[src/rtl/add_tree_sat_pkg.sv]
// Shared helpers for the saturating adder tree: width math, tree bus layout and the symmetric clamp.
package add_tree_sat_pkg;

    localparam int SAT_CNT_W = 16;

    function automatic int clog2(input int value);
        int r;
        int v;
        r = 0;
        v = value - 1;
        while (v > 0) begin
            r++;
            v = v >> 1;
        end
        return r;
    endfunction

    // Clamp to +/-(2^(w-1)-1); the most negative code is deliberately excluded.
    function automatic logic signed [63:0] sat_limit(input logic signed [63:0] value,
                                                     input int w);
        logic signed [63:0] lim;
        lim = (64'sd1 <<< (w - 1)) - 64'sd1;
        if (value > lim) return lim;
        if (value < -lim) return -lim;
        return value;
    endfunction

    // Bit offset of tree level k inside the flattened bus; level i holds n>>i words of w+i bits.
    function automatic int level_off(input int n, input int w, input int k);
        int off;
        off = 0;
        for (int i = 0; i < k; i++) off += (n >> i) * (w + i);
        return off;
    endfunction

endpackage

[src/rtl/add_tree_level.sv]
// One registered adder-tree level: M signed words of IW bits become M/2 words of IW+1 bits.
module add_tree_level import add_tree_sat_pkg::*; #(
    parameter int M  = 8,
    parameter int IW = 18
) (
    input  logic                       clk,
    input  logic                       reset_n,
    input  logic                       clk_en,
    input  logic                       in_valid,
    input  logic [M*IW-1:0]            in_data,
    output logic                       out_valid,
    output logic [(M/2)*(IW+1)-1:0]    out_data
);

    logic [(M/2)*(IW+1)-1:0] sums;

    // Each operand is sign-extended by one bit so the pair sum cannot overflow.
    always_comb begin
        sums = '0;
        for (int j = 0; j < M / 2; j++) begin
            sums[j*(IW+1) +: IW+1] =
                {in_data[(2*j+1)*IW-1], in_data[2*j*IW +: IW]} +
                {in_data[(2*j+2)*IW-1], in_data[(2*j+1)*IW +: IW]};
        end
    end

    always_ff @(posedge clk) begin
        if (!reset_n) begin
            out_valid <= 1'b0;
            out_data  <= '0;
        end else if (clk_en) begin
            out_valid <= in_valid;
            out_data  <= sums;
        end
    end

endmodule

[src/rtl/add_tree_sat.sv]
// Pipelined signed adder tree with symmetric saturation or wrap, plus sticky saturation status.
// Optional saturation event counter (satCount port) is built when ADD_TREE_SAT_STATS_EN is defined.
module add_tree_sat import add_tree_sat_pkg::*; #(
    parameter int N     = 8,
    parameter int W     = 18,
    parameter int LIMIT = 1
) (
    input  logic                 clk,
    input  logic                 reset_n,
    input  logic                 clkEn,
    input  logic                 validIn,
    input  logic [N*W-1:0]       din,
    input  logic                 clearSticky,
    output logic                 validOut,
    output logic [W-1:0]         sum,
    output logic                 satFlag,
    output logic                 satSticky
`ifdef ADD_TREE_SAT_STATS_EN
    ,
    output logic [SAT_CNT_W-1:0] satCount
`endif
);

    localparam int LG    = clog2(N);
    localparam int RW    = W + LG;
    localparam int BUS_W = level_off(N, W, LG + 1);

    logic [BUS_W-1:0]     tree;
    logic [LG:0]          vld;
    logic signed [RW-1:0] root;
    logic [W-1:0]         lim;
    logic                 sat;
    logic                 sat_event;

    assign tree[N*W-1:0] = din;
    assign vld[0]        = validIn;

    for (genvar k = 0; k < LG; k++) begin : g_level
        add_tree_level #(
            .M  (N >> k),
            .IW (W + k)
        ) u_level (
            .clk       (clk),
            .reset_n   (reset_n),
            .clk_en    (clkEn),
            .in_valid  (vld[k]),
            .in_data   (tree[level_off(N, W, k) +: (N >> k) * (W + k)]),
            .out_valid (vld[k+1]),
            .out_data  (tree[level_off(N, W, k + 1) +: (N >> (k + 1)) * (W + k + 1)])
        );
    end

    assign root = tree[level_off(N, W, LG) +: RW];

    if (LIMIT != 0) begin : g_sat
        logic signed [63:0] root_ext;
        logic signed [63:0] clamped;
        always_comb begin
            root_ext = 64'(root);
            clamped  = sat_limit(root_ext, W);
            lim      = clamped[W-1:0];
            sat      = (clamped != root_ext);
        end
    end else begin : g_wrap
        // Truncation changed the value when the dropped bits are not a sign extension.
        always_comb begin
            lim = root[W-1:0];
            sat = (root != {{LG{root[W-1]}}, root[W-1:0]});
        end
    end

    always_ff @(posedge clk) begin
        if (!reset_n) begin
            validOut <= 1'b0;
            sum      <= '0;
            satFlag  <= 1'b0;
        end else if (clkEn) begin
            validOut <= vld[LG];
            sum      <= lim;
            satFlag  <= vld[LG] & sat;
        end
    end

    // An output counts once: on the enabled edge that retires it.
    assign sat_event = clkEn & validOut & satFlag;

    always_ff @(posedge clk) begin
        if (!reset_n) begin
            satSticky <= 1'b0;
        end else if (sat_event) begin
            satSticky <= 1'b1;
        end else if (clearSticky) begin
            satSticky <= 1'b0;
        end
    end

`ifdef ADD_TREE_SAT_STATS_EN
    always_ff @(posedge clk) begin
        if (!reset_n) begin
            satCount <= '0;
        end else if (clearSticky) begin
            satCount <= sat_event ? SAT_CNT_W'(1) : '0;
        end else if (sat_event && (satCount != {SAT_CNT_W{1'b1}})) begin
            satCount <= satCount + SAT_CNT_W'(1);
        end
    end
`endif

endmodule

[config.mk]
export PLATFORM = sky130hd
export DESIGN_NAME = add_tree_sat
export DESIGN_NICKNAME = d
export VERILOG_FILES = /design/src/rtl/add_tree_sat_pkg.sv /design/src/rtl/add_tree_level.sv /design/src/rtl/add_tree_sat.sv
export SDC_FILE = /design/constraint.sdc
export NUM_CORES = 1
export LEC_CHECK = 0
export CORE_MARGIN = 4
export CORE_UTILIZATION = 33
export DETAILED_ROUTE_END_ITERATION = 10
export PLACE_DENSITY = 0.58
export REMOVE_ABC_BUFFERS = 1
export SLEW_MARGIN = 20
export SYNTH_ARGS = -nofsm -noshare
export SYNTH_HDL_FRONTEND = slang
export SYNTH_SLANG_ARGS = --single-unit
[constraint.sdc]
create_clock -name clk -period 6.2 [get_ports clk]
set_input_delay 1.24 -clock clk [delete_from_list [all_inputs] [get_ports clk]]
set_output_delay 1.24 -clock clk [all_outputs]
set_load 0.01 [all_outputs]
Word level (Yosys, flattened, before mapping)
Cells that the tools add are included.
{"block": "op_classes", "n_addsub": 7, "order_cmp": 2, "eq_ne": 1, "reduce_logical": 1, "n_mux": 9, "bitwise_logic": 3}
{"op": "$mux W64", "count": 4}
{"op": "$add A18 B18 Y19", "count": 4}
{"op": "$ne A64 B21 Y1", "count": 1}
{"op": "$add A19 B19 Y20", "count": 2}
{"op": "$add A20 B20 Y21", "count": 1}
{"op": "$gt A21 B18 Y1 const B", "count": 1}
{"op": "$lt A21 B18 Y1 const B", "count": 1}
{"op": "$mux W1", "count": 5}
{"op": "$and A1 B1 Y1", "count": 3}
{"op": "$reduce_bool A2 Y1", "count": 1}
{"block": "word_totals", "register_bits": 161, "output_inout_bits": 21, "word_cells": 33, "inputBits": 149}

Logic depth before layout (Yosys ltp)
Gate-level depths: netlist (run 1).
{"block": "logic_depth", "ltp_word": 7, "mapped_depth": 10, "mapped_depth_nobuf": 10}

Hierarchy
A second synthesis (run 1) with hierarchy kept.
{"block": "hier_totals", "hier_cells": 1488, "hier_area_um2": 12171.7}
{"mod": "add_tree_level (g_level[0].u_level)", "seq_area_each_um2": 1541.5, "n_inst": 1, "area_each_um2": 5943.2, "cells_per_inst": 751}
{"mod": "add_tree_level (g_level[1].u_level)", "seq_area_each_um2": 820.8, "n_inst": 1, "area_each_um2": 3389.5, "cells_per_inst": 397}
{"mod": "add_tree_level (g_level[2].u_level)", "seq_area_each_um2": 440.4, "n_inst": 1, "area_each_um2": 1864.3, "cells_per_inst": 232}
{"mod": "add_tree_sat", "seq_area_each_um2": 420.4, "n_inst": 1, "area_each_um2": 974.7, "cells_per_inst": 108}

Worst setup path after synthesis (run 1)
No wires, ideal clock.
{"block": "synth_timing", "path_type": "in2reg", "startpoint": "input din[0]", "endpoint": "register g_level[0].u_level.out_data[14]", "setup_time_ns": 0.117, "stages": 10, "arrival_ns": 3.130, "n_path_buf": 0, "required_ns": 6.083, "setup_slack_ns": 2.953, "cell_sequence": "ha_1 -> inv_1 -> fa_1 -> nor2b_1 -> o21a_1 -> o21ai_0 -> a211oi_1 -> o211ai_1 -> a21o_1 -> a32o_1"}
{"block": "synth_between", "elab_chain_cells": 1}
{"element": "start, declared", "line": "add_tree_sat.sv:12", "source": "input logic [N*W-1:0] din,"}
{"element": "$add A18 B18 Y19", "line": "add_tree_level.sv:22", "source": "{in_data[(2*j+1)*IW-1], in_data[2*j*IW +: IW]} +"}
{"element": "end signal, assigned", "line": "add_tree_level.sv:33", "source": "out_data <= sums;"}
{"element": "end, declared", "line": "add_tree_level.sv:12", "source": "output logic [(M/2)*(IW+1)-1:0] out_data"}
Every way passes these cells.
A chain may end at the register's enable or synchronous reset.

Worst setup path in the final report (run 1)
Ends and elaborated chain as after synthesis.

==> results.py, run 1 <==
metrics = {
    "finish": {
        "drive_gt1_share_pct": 4.16,
        "diodes": 0,
        "fin_util_pct": 41.8,
        "regArea_um2": 3220,
        "fill_cells": 3485,
        "finalInstanceArea_um2": 14200,
        "final_nets": 1835,
        "multi_input_area_um2": 7850,
        "areaGrowthSynthToFinish_pct": 23.9,
    },
    "yosys": {
        "synth_seq_cells": 161,
        "async_flop_share_pct": 0,
        "yosysTopAreaCell": "dfxtp_1",
        "netlist_top_cells_count": "dfxtp_1, nor2_1, ha_1",
        "synth_area_leaders": "dfxtp_1, ha_1, a21oi_1, o21ai_0, nor2_1",
        "yosysSeqAreaShare_pct": 28.2,
        "synth.most_common_cell": "dfxtp_1",
        "syn-cell-area_um2": 11400,
        "synth_enable_flop_cells": 0,
        "synth.top_cell.area_share_pct": 28.2,
        "synth_flop_cell": "dfxtp_1",
        "synth_cells": 1400,
        "synth_warnings": 0,
        "post_synth.cell_area_avg_um2": 8.17,
        "ys_types": 82,
    },
    "power": {
        "p_total_uw": 3240,
        "power.share.clock_pct": 32.7,
        "pwr-share-comb_pct": 29.8,
        "p_per_area_nw_per_um2": 229,
        "intPower_uw": 2210,
        "ir_worst_vdd_mv": 0.175,
        "power_frac_seq_pct": 37.5,
        "sw_frac_of_total_pct": 32.0,
        "leakage_uw": 0.00582,
        "power.net_switching_uw": 1040,
    },
    "routing": {
        "firstDrtPassIters": 5,
        "routed_wl_mm": 30.8,
        "drc": 0,
        "wl_per_cell_um": 15.3,
        "vias_per_cell": 5.20,
        "num_vias": 10455,
        "drtIter0Drc": 569,
        "drt.antenna.violating_nets": 0,
    },
    "critical_path": {
        "critPathKind": "in -> reg",
        "crit_buf_inv": 2,
        "cpMaxStageDelayCell": "a211oi_1",
        "cp_data_arrival_time_ps": 4080,
        "cp_cell_sequence": "clkdlybuf4s50_1 -> ha_1 -> inv_1 -> fa_1 -> nor2b_1 -> o21a_1 -> o21ai_0 -> a211oi_1 -> o211ai_1 -> a21o_1 -> a32o_1",
        "path_max_fanout": 4,
        "crit_family": "compound AO/OA/AOI/OAI gates",
        "cp.required_ps": 6520,
        "slowest_delay_ps": 550,
        "endpoint_kind": "flip-flop",
        "startpoint_type": "primary input",
    },
    "clock_network": {
        "clkTransAtPathRegs_ps": 70,
        "htreeDepth": 4,
        "cts_tree": "done",
        "clk-insertion-delay-late_ps": 420,
        "cts_sinks": 161,
        "cts_buffer_depth": 2,
        "post_cts_resized": 0,
        "post-cts-setup-buffers": 0,
        "ctsHoldBuffers": 0,
        "cts_buffers": 17,
        "clock-root-buffer": "clkbuf_16",
    },
    "floorplanning": {
        "ios": 170,
        "core_um2": 33900,
        "dieHeight_um": 194,
        "die_area_um2": 37700,
        "num_rows": 67,
        "chipWidth_um": 194,
        "initial_core_util_pct": 33.8,
    },
    "global_route": {
        "grt_first_pass_wirelength_mm": 50.6,
        "grt_max_degree": 61,
        "antenna_found_initial": 0,
        "track_usage_pct": 15.9,
        "grt_overflow": 0,
        "grt_pass1_vias": 10067,
    },
    "sta": {
        "period_needed_ps": 3760,
        "rsz0062_at_grt": "false",
        "tightest_slew_ps": 1080,
        "fmax_mhz": 266,
        "setup_viol": 0,
        "fin_tns_setup_ps": 0,
        "period_share_pct": 60.7,
        "relSlewSlack_pct": 27.5,
        "final-max-slew-violation-count": 0,
        "clock_skew_ps": 11.3,
        "hold_viol_final": 0,
    },
    "placed_design": {
        "gp_congestion": 0.878,
        "port_buffers": 169,
        "place_area_um2": 13600,
        "dpl.hpwl_mm": 23.8,
    },
    "hold_path": {
        "hold_class": "reg -> reg",
    },
    "flow_run": {
        "cap_violations": 0,
    },
    "run_status": {
        "status": "finished clean",
    },
}
flip-flops by register name (all words and copies together) (netlist names):
signal and cells:
g_level.u_level.out_valid 3, g_level.u_level.out_data 137, sum 18, validOut 1, satSticky 1, satFlag 1
area by class of cell:
cell class              instances  area share [%]
well taps                     448            3.96
flip-flops and latches        161            22.8
clock buffers                  18            3.10
multi-input cells            1140            55.4
repair buffers                178            12.4
inverters                      50            1.33
clock inverters                14            1.07
layer usage:
layer	GRT usage [%]	vias up	share of wire, %
met2	27.4	150	48
met3	2.24	21	3.0
met4	3.02	0	0.94
met5	0	-	0
met1	21.3	4861	48
li1	-	5423	-
power by group through the flow:
| stage | clock network [uW] | registers [uW] | logic [uW] |
|---|---|---|---|
| 2_1_floorplan | 0 | 1220 | 649 |
| 3_3_place_gp | 0 | 1240 | 956 |
| 3_5_place_dp | 0 | 1240 | 966 |
| 4_1_cts | 1080 | 1220 | 973 |
| 5_1_grt | 1130 | 1230 | 1080 |
| 6_report | 1060 | 1220 | 967 |
layout by cell type (no fill, tap or decap), types with 7 or more instances in the layout:
cell	instances
a211oi_1	31
nand4b_1	7
a21o_1	30
fa_1	7
dfxtp_1	161
or3_1	7
clkdlybuf4s50_1	168
o21bai_1	11
nand3_1	33
o21a_1	25
o21ai_0	110
clkbuf_16	17
a21oi_1	123
inv_1	48
a211o_1	9
nor4_1	7
a21boi_0	7
nor2b_1	14
mux2i_1	37
nor3_1	34
and3_1	12
a31oi_1	15
o211ai_1	25
nand2_1	123
ha_1	131
xnor2_1	46
nand2b_1	30
xor2_1	26
nor2_1	132
nand3b_1	11
buf_4	10
final timing paths:
kind,slack (ps),to,startpoint,cells past startpoint
min reg2reg,460,g_level[1].u_level.out_data[11],g_level[1].u_level.out_data[11],2
min,460,g_level[1].u_level.out_data[11],g_level[1].u_level.out_data[11],2
max reg2reg,3360,g_level[2].u_level.out_data[12],g_level[1].u_level.out_data[20],10
max,2440,g_level[0].u_level.out_data[14],din[0],11
worst register-to-register path, stage by stage, from the launching register on:
cell	delay, ps
dfxtp_1	490
ha_1	260
inv_1	70
fa_1	370
and2b_1	250
o31a_2	180
o311ai_0	160
and3_1	250
o41ai_2	370
xnor2_1	210
o21ai_0	100
per-stage QoR:
step           worst slack (ps)  hold WS [ps]  std cells
3_3_place_gp               2070           441       1977
6_report                   2440           460       2009
5_1_grt                    2200           477       2009
3_5_place_dp               2000           451       1977
4_1_cts                    2440           466       2009
2_1_floorplan              1760           429       1351
cells by family after synthesis:
| logic type | after synthesis | synth area share, % |
|---|---|---|
| AOI/OAI and AO/OA | 454 | 25.9 |
| and+or+nand+nor | 438 | 18.2 |
| xor gates and xnor gates | 72 | 5.51 |
| DFF | 161 | 28.2 |
| adders and majority gates | 138 | 15.6 |
| muxes | 38 | 3.34 |
| buffers and inverters | 99 | 3.27 |
(Power assumes the default switching activity.)
==> run 2: changes to the inputs <==
PLACE_DENSITY = 0.6   (was 0.58)
clock period = 3.4 ns   (was 6.2 ns; I/O delays follow)
==> run 2 against run 1 <==
Against the previous run:
- register-to-register slack worse by 2700 ps
- global-route usage is 0.27 points lower
- final cell count is 0.70% higher
- clock skew is 3.4 ps lower
- flip-flop and latch count stayed put
- die area stayed put
- count of clock-buffer cells in the layout stayed put
- non-clock buffer count is 14 higher
- worst setup slack worse by 1900 ps
- sequential power is 82% higher
- largest power group unchanged
- via count is 1.0% higher
- sequential share of layout area is 0.23 points lower
==> results.py, run 2 (synthesis gave the netlist of run 1 again) <==
metrics = {
    "sta": {
        "whs_ps": 456,
        "period_share_pct": 84.4,
        "fin_ws_ps": 531,
        "clock_skew_ps": 7.89,
        "fin_tns_setup_ps": 0,
        "tightest_slew_ps": 1060,
        "hold_viol_final": 0,
        "setup_viol": 0,
        "relSlewSlack_pct": 28.8,
        "fmax_mhz": 349,
        "final-max-slew-violation-count": 0,
        "period_needed_ps": 2870,
        "rsz0062_at_grt": "false",
    },
    "clock_network": {
        "ctsHoldBuffers": 0,
        "cts_tree": "done",
        "clk-insertion-delay-late_ps": 430,
        "post_cts_resized": 0,
        "cts_buffers": 17,
        "clkTransAtPathRegs_ps": 60,
        "clock-root-buffer": "clkbuf_16",
        "cts_buffer_depth": 2,
        "cts_sinks": 161,
        "htreeDepth": 4,
        "post-cts-setup-buffers": 0,
    },
    "finish": {
        "multi_input_area_um2": 7850,
        "final_cell_mix": "clkdlybuf4s50_1, dfxtp_1, nor2_1",
        "drive_gt1_share_pct": 5.02,
        "final_common_cell": "clkdlybuf4s50_1",
        "areaGrowthSynthToFinish_pct": 25.1,
        "final_nets": 1849,
        "largest_reg_flops": 137,
        "regMostFlops": "g_level.u_level.out_data",
        "diodes": 0,
        "regArea_um2": 3220,
        "fill_cells": 3413,
        "largestRegisters": "g_level.u_level.out_data: 137 flops, sum: 18 flops, g_level.u_level.out_valid: 3 flops",
        "finalInstanceArea_um2": 14300,
    },
    "global_route": {
        "grt_use_met1_pct": 20.7,
        "track_usage_pct": 15.6,
        "antenna_found_initial": 0,
        "grt_first_pass_wirelength_mm": 49.9,
        "grt_pass1_vias": 10099,
        "grt_overflow": 0,
        "gr-usage-met3_pct": 2.38,
        "grt_max_degree": 52,
        "grt_busiest_layer": "met2",
        "use_met2_pct": 26.6,
    },
    "placed_design": {
        "dpl.hpwl_mm": 24.2,
        "port_buffers": 169,
        "gp_congestion": 0.871,
        "place_area_um2": 13700,
        "dp_slack_ps": 97.4,
    },
    "routing": {
        "drtIter0Drc": 552,
        "wl_per_cell_um": 15.0,
        "drt.antenna.violating_nets": 0,
        "num_vias": 10564,
        "routed_wl_mm": 30.4,
        "vias_per_cell": 5.22,
        "drc": 0,
        "firstDrtPassIters": 5,
    },
    "power": {
        "ir_worst_vdd_mv": 0.325,
        "p_per_area_nw_per_um2": 420,
        "leakage_uw": 0.00590,
    },
    "floorplanning": {
        "core_um2": 33900,
        "chipWidth_um": 194,
        "dieHeight_um": 194,
        "die_area_um2": 37700,
        "num_rows": 67,
        "initial_core_util_pct": 33.8,
        "ios": 170,
    },
    "critical_path": {
        "rrSetupSlack_ps": 640,
        "reg2regPathDepth": 10,
        "crit_cells": 12,
        "cp.required_ps": 3720,
        "r2r_end": "g_level[2].u_level.out_data[12]",
        "r2r-start": "g_level[1].u_level.out_data[20]",
        "cpMaxStageDelayCell": "clkdlybuf4s50_1",
        "endpoint_kind": "flip-flop",
        "cp_cell_sequence": "clkdlybuf4s50_1 -> ha_1 -> inv_1 -> fa_1 -> nor2b_1 -> o21a_1 -> o21ai_0 -> a211oi_1 -> buf_4 -> o211ai_1 -> a21o_1 -> a32o_1",
        "critPathKind": "in -> reg",
        "slowest_delay_ps": 460,
        "path_max_fanout": 4,
        "crit_buf_inv": 3,
        "startpoint_type": "primary input",
        "crit_family": "compound AO/OA/AOI/OAI gates",
        "cp_data_arrival_time_ps": 3180,
    },
    "hold_path": {
        "whs_path_depth": 2,
        "hp-start": "g_level[1].u_level.out_data[37]",
        "hold_path_end": "g_level[1].u_level.out_data[37]",
        "hold_class": "reg -> reg",
    },
    "run_status": {
        "status": "finished clean",
    },
    "flow_run": {
        "cap_violations": 0,
    },
}
## run 2: worst max-delay path by stage
stage                 start                               to  slack [ps]
floorplan           reset_n  g_level[1].u_level.out_data[36]        -480
global placement     din[0]  g_level[0].u_level.out_data[14]         120
detailed placement  din[72]  g_level[0].u_level.out_data[52]         100
CTS                  din[0]  g_level[0].u_level.out_data[14]         530
global route        din[18]  g_level[0].u_level.out_data[14]         270
finish              din[18]  g_level[0].u_level.out_data[14]         530
## run 2: cell type report
cell class	instances	area share, %
Clock buffer	18	3.07
Clock inverter	14	1.25
Inverter	50	1.31
Multi-Input combinational cell	1140	54.8
Sequential cell	161	22.5
Tap cell	448	3.92
Timing Repair Buffer	192	13.1
## run 2: power by group
group          switching (uW)  internal, uW
sequential                136          2080
clock                     828          1190
combinational             927           847
## run 2: stage by stage
step / power [uW] / cells / utilization (%)
2_1_floorplan: 3400 / 1351 / -
3_3_place_gp: 4010 / 1991 / 40.4
3_5_place_dp: 4040 / 1991 / 40.4
4_1_cts: 6070 / 2023 / 42.2
5_1_grt: 6360 / 2023 / 42.2
6_report: 6010 / 2023 / 42.2
## run 2: worst reg2reg max path: cells and delay by family, from the launching register on
family                     cells  cell delay [ps]
buffers and inverters          1               70
adders and majority gates      2              620
and+or+nand+nor                2              490
DFF                            1              470
xor gates and xnor gates       1              190
AOI/OAI and AO/OA              4              790
## run 2: metal layers
layer,share of wire (%),wire length [um]
met1,48,14600
met2,47,14200
met3,3.7,1130
met4,1.3,391
met5,0,0
==> RTL change 1 (settings of run 2) <==
Change the parameter `W` from 18 to 9.
--- a/src/rtl/add_tree_sat.sv
+++ b/src/rtl/add_tree_sat.sv
@@ -4,3 +4,3 @@
     parameter int N     = 8,
-    parameter int W     = 18,
+    parameter int W     = 9,
     parameter int LIMIT = 1
Interface: changed (resized din and sum); port bits go from 170 to 89. No check against the original RTL was run, so the function may have changed too.
==> RTL change 1 against run 2 <==
Utilization is 0.42 points lower. Power shrank 51%. Combinational power decreased by 54%. Worst setup slack improved by 0.33 ns. Area after synthesis decreased by 49%. Design area is 49% lower. Synthesized cell count is 51% lower. Sequential cell count decreased by 72. Routed wire length down 58%.
==> RTL change 1: results (changes against run 2) <==
Clock network
  • CTS HTree Levels: 3 (was 4)
  • Total CTS buffers: 9 (was 17)
  • Clk_lat worst skew: 0.35 ns (was 0.43 ns)

Worst setup path
  • Reg2Reg Capture Point: g_level[2].u_level.out_data[10] (was g_level[2].u_level.out_data[12])
  • Worst reg-to-reg path cell count: 9 (was 10)
  • CP arrival: 2.80 ns (was 3.18 ns)
  • Reg-to-reg startpoint: g_level[1].u_level.out_data[11] (was g_level[1].u_level.out_data[20])
  • CP Max Fanout: 2 (was 4)
  • End of the critical path: g_level[0].u_level.out_data[18] (was g_level[0].u_level.out_data[14])
  • Internal reg-to-reg setup slack: 1.15 ns (was 0.64 ns)

GRT
  • Vias in the first global route: 4,741 (was 10,100)
  • GR Layer Usage met3: 2.65% (was 2.38%)
  • Total GRT Usage: 13.2% (was 15.6%)
  • First-pass GRT wire length: 21,900 um (was 49,900 um)
  • Met1 Resource Use GR: 17.8% (was 20.7%)
  • Largest net degree at the start of global routing: 58 (was 52)

Synth
  • Mux cell area share after synthesis: 3.95% (was 3.34%)
  • Post-synth top cells: 89 x dfxtp_1, 86 x nor2_1, 68 x ha_1 (was 161 x dfxtp_1, 133 x nor2_1, 131 x ha_1)
  • Area contributors post-synth: dfxtp_1 31%, ha_1 15%, nor2_1 5.5% (was dfxtp_1 28%, ha_1 14%, a21oi_1 5.4%)
  • Post-synthesis xor/xnor area fraction: 6.16% (was 5.51%)
  • Post-Synth Adder-Cell Area: 17.0% (was 15.6%)
  • Netlist cell types: 55 (was 82)
  • Compound-Gate Fraction of Synth Area: 22.6% (was 25.9%)
  • Seq/Total Area, Yosys: 30.5% (was 28.2%)

Placement
  • Port bufs: 88 (was 169)
  • Dpl hpwl: 9860 um (was 24,200 um)
  • Placed cell area: 0.00696 mm^2 (was 0.0137 mm^2)
  • Final RePlAce weighted congestion: 0.823 (was 0.871)

Status
  • Status: complete, no violations (unchanged)

Finish
  • Final net count: 921 (was 1,849)
  • Fillers: 1,762 (was 3,413)
  • Biggest regs: g_level.u_level.out_data (74), sum (9), g_level.u_level.out_valid (3) (was g_level.u_level.out_data (137), sum (18), g_level.u_level.out_valid (3))

Drt
  • Detailed-router iteration count before antenna repair: 4 (was 5)

Pwr
  • Internal power: 2.08 mW (was 4.12 mW)

Timing
  • Rel. slew slack: 57.8% (was 28.8%)
==> RTL change 1: critical path, cell delays in order <==
cell,delay [ns]
clkdlybuf4s50_1,0.46
ha_1,0.24
inv_1,0.07
fa_1,0.37
and2b_1,0.22
o21ai_1,0.07
a21oi_1,0.23
o41ai_2,0.10
xor2_1,0.14
a211oi_1,0.22
==> RTL change 1: layout make-up <==
cell class	instances	share of cell area (%)
Inverter	34	1.76
Clock buffer	11	3.49
Sequential cell	89	24.6
Multi-Input combinational cell	539	52.7
Clock inverter	4	0.363
Tap cell	225	3.89
Timing Repair Buffer	96	13.1
==> RTL change 1: kinds of logic (layout without fill, tap and decap cells) <==
kind of cell / count (synthesis) / after routing
DFF: 89 / 89
xor gates and xnor gates: 41 / 41
buffers and inverters: 61 / 145
muxes: 23 / 23
AOI/OAI and AO/OA: 206 / 206
and+or+nand+nor: 194 / 194
adders and majority gates: 75 / 75
==> RTL change 1: how the worst min path moves through the flow <==
stage / start / endpoint / slack (ns)
global placement: sum[8] / sum[8] / 0.45
finish: sum[8] / sum[8] / 0.47
CTS: g_level[1].u_level.out_data[7] / g_level[1].u_level.out_data[7] / 0.47
floorplan: g_level[1].u_level.out_data[7] / g_level[1].u_level.out_data[7] / 0.43
detailed placement: g_level[1].u_level.out_data[7] / g_level[1].u_level.out_data[7] / 0.45
global route: g_level[2].u_level.out_data[2] / sum[2] / 0.51
==> RTL change 1: power by group through the flow <==
stage | sequential (mW) | combinational (mW) | clock [mW]
floorplan | 1.21 | 0.547 | 0
global placement | 1.23 | 0.808 | 0
detailed placement | 1.23 | 0.814 | 0
CTS | 1.21 | 0.818 | 0.970
global route | 1.22 | 0.921 | 1.01
finish | 1.21 | 0.809 | 0.935
==> RTL change 1: per-stage QoR <==
stage | power (mW) | util (%) | instances
global route | 3.15 | 41.8 | 998
global placement | 2.04 | 40.2 | 983
floorplan | 1.76 | - | 662
CTS | 3.00 | 41.8 | 998
finish | 2.95 | 41.8 | 998
detailed placement | 2.05 | 40.2 | 983
==> RTL change 1: per-layer routing <==
metal	wire length, um	vias up
met5	0	-
met4	159	0
met3	421	13
met2	5760	66
met1	6420	2220
li1	-	2607
==> RTL change 2 (config.mk and constraints of run 2) <==
Without the edit above. Register the output `satSticky` once more, cleared by the reset; this adds one clock of latency there. The other outputs are not delayed to match.
--- a/src/rtl/add_tree_sat.sv
+++ b/src/rtl/add_tree_sat.sv
@@ -26,2 +26,4 @@
     localparam int BUS_W = level_off(N, W, LG + 1);
+
+    logic satSticky_s0;
 
@@ -88,7 +90,7 @@
         if (!reset_n) begin
-            satSticky <= 1'b0;
+            satSticky_s0 <= 1'b0;
         end else if (sat_event) begin
-            satSticky <= 1'b1;
+            satSticky_s0 <= 1'b1;
         end else if (clearSticky) begin
-            satSticky <= 1'b0;
+            satSticky_s0 <= 1'b0;
         end
@@ -108,2 +110,10 @@
 
+    always_ff @(posedge clk) begin
+        if (!reset_n) begin
+            satSticky <= '0;
+        end else begin
+            satSticky <= satSticky_s0;
+        end
+    end
+
 endmodule
Behaviour: not the same (Yosys sat finds a counterexample within 10 cycles, from zero or initial values and one cycle with reset_n low).
==> RTL change 2 against run 2 <==
Hold slack better by 0.0032 ns. Area after synthesis down 1.8%. Critical path depth unchanged. Worst setup slack worse by 0.11 ns. Design area decreased by 1.7%. First-iteration DRC count fell by 13%. Sequential cell count grew 1. Power is 0.93% lower. Global-route usage is 0.61 points higher. Count of clock-buffer cells in the layout stayed put. Routed wire length shrank 2.7%. Critical endpoint is now g_level[0].u_level.out_data[54]. Largest power group unchanged.
==> RTL change 2: results (changes against run 2) <==
Synth
  • Seq/Total Area, Yosys: 28.9% (was 28.2%)
  • Post-synth top cells: 162 x dfxtp_1, 135 x nor2_1, 131 x ha_1 (was 161 x dfxtp_1, 133 x nor2_1, 131 x ha_1)
  • Netlist cell types: 75 (was 82)
  • Post-Synth Adder-Cell Area: 15.9% (was 15.6%)
  • Synth warn: 0 (unchanged)
  • Post-Synthesis Cells: 1,349 (was 1,400)
  • Compound-Gate Fraction of Synth Area: 24.0% (was 25.9%)
  • Mux cell area share after synthesis: 4.57% (was 3.34%)
  • Area contributors post-synth: dfxtp_1 29%, ha_1 15%, a21oi_1 5.1% (was dfxtp_1 28%, ha_1 14%, a21oi_1 5.4%)
  • Post-synthesis xor/xnor area fraction: 6.63% (was 5.51%)

Worst setup path
  • Reg-to-reg startpoint: g_level[0].u_level.out_data[57] (was g_level[1].u_level.out_data[20])
  • Internal reg-to-reg setup slack: 0.76 ns (was 0.64 ns)
  • Worst reg-to-reg path cell count: 11 (was 10)
  • CP arrival: 3.35 ns (was 3.18 ns)
  • Reg2Reg Capture Point: g_level[1].u_level.out_data[38] (was g_level[2].u_level.out_data[12])
  • Worst path slowest cell: or4b_1 (was clkdlybuf4s50_1)
  • End of the critical path: g_level[0].u_level.out_data[54] (was g_level[0].u_level.out_data[14])
  • Worst Setup SP: din[72] (was din[18])
  • CP Max Fanout: 3 (was 4)

GRT
  • Vias in the first global route: 10,000 (was 10,100)
  • GR Layer Usage met3: 2.66% (was 2.38%)
  • Total GRT Usage: 16.2% (was 15.6%)
  • Met2 usage: 27.8% (was 26.6%)
  • Met1 Resource Use GR: 21.5% (was 20.7%)
  • Largest net degree at the start of global routing: 64 (was 52)
  • First-pass GRT wire length: 49,400 um (was 49,900 um)

Finish
  • Final net count: 1,801 (was 1,849)
  • Fillers: 3,390 (was 3,413)

Timing
  • Slew @ Worst Pin: 0.812 ns (was 1.06 ns)
  • Layout Skew: 0.0102 ns (was 0.00789 ns)
  • Setup ws final: 0.424 ns (was 0.531 ns)

Placement
  • Pre-CTS WS: -0.0424 ns (was 0.0974 ns)
  • Final RePlAce weighted congestion: 0.827 (was 0.871)
  • Placed cell area: 0.0135 mm^2 (was 0.0137 mm^2)
  • Inst Count DP: 1,943 (was 1,991)
  • Dpl hpwl: 23,300 um (was 24,200 um)

Drt
  • Routed len/inst: 15.0 um (about the same)
  • Iter 0 DRT Violations: 480 (was 552)
  • Detailed Route WL: 29,600 um (was 30,400 um)
  • Detailed-router iteration count before antenna repair: 5 (unchanged)
  • Via density: 5.09 (was 5.22)

Pwr
  • Peak supply drop: 0.323 mV (was 0.325 mV)
  • Internal power: 4.07 mW (was 4.12 mW)
  • P_leak: 5.96 nW (was 5.90 nW)

Status
  • Status: complete, no violations (unchanged)
RTL change 2: worst max-delay path, delay by kind of cell:
family,cells,cell delay (ns)
adder cells (fa/ha/maj),2,0.59
buffers and inverters,2,0.52
AO/OA/AOI/OAI,5,0.84
AND/OR/NAND/NOR,3,0.71
RTL change 2: metrics by stage:
stage | setup TNS (ns) | util [%] | hold slack (ns)
5_1_grt | 0 | 41.9 | 0.486
3_3_place_gp | 0 | 40.2 | 0.446
6_report | 0 | 41.9 | 0.459
2_1_floorplan | 0 | - | 0.429
4_1_cts | 0 | 41.9 | 0.461
3_5_place_dp | -0.0424 | 40.2 | 0.449
RTL change 2: routing by layer:
metal	vias up	part of all wire, %
met5	-	0
met4	0	1.3
met3	26	4.0
met2	186	46
met1	4625	48
li1	5225	-
RTL change 2: kinds of logic (layout without fill, tap and decap cells):
group                    count (synthesis)  after routing
adder cells (fa/ha/maj)                138            138
buffers and inverters                   95            273
flip-flops                             162            162
AO/OA/AOI/OAI                          424            424
XOR/XNOR                                85             85
AND/OR/NAND/NOR                        394            394
multiplexers                            51             51
RTL change 2: layout make-up:
cell class / instances / share of cell area (%)
Multi-Input combinational cell: 1092 / 54.1
Sequential cell: 162 / 23.1
Timing Repair Buffer: 194 / 13.4
Tap cell: 448 / 3.99
Clock buffer: 18 / 3.05
Inverter: 47 / 1.25
Clock inverter: 14 / 1.12
RTL change 2: worst min-delay path by stage:
| stage | from | endpoint | slack, ns | cells after the start |
|---|---|---|---|---|
| floorplan | g_level[0].u_level.out_data[32] | g_level[0].u_level.out_data[32] | 0.43 | 2 |
| global placement | g_level[0].u_level.out_data[52] | g_level[0].u_level.out_data[52] | 0.45 | 2 |
| detailed placement | g_level[0].u_level.out_data[55] | g_level[0].u_level.out_data[55] | 0.45 | 2 |
| CTS | g_level[0].u_level.out_data[64] | g_level[0].u_level.out_data[64] | 0.46 | 2 |
| global route | g_level[0].u_level.out_data[44] | g_level[0].u_level.out_data[44] | 0.49 | 2 |
| finish | g_level[0].u_level.out_data[64] | g_level[0].u_level.out_data[64] | 0.46 | 2 |
RTL change 2: power by group through the flow:
stage               Sequential, mW  Combinational [mW]  Clock, mW
floorplan                     2.24                1.20          0
global placement              2.28                1.79          0
detailed placement            2.28                1.81          0
CTS                           2.24                1.82       1.95
global route                  2.26                2.04       2.03
finish                        2.24                1.81       1.90
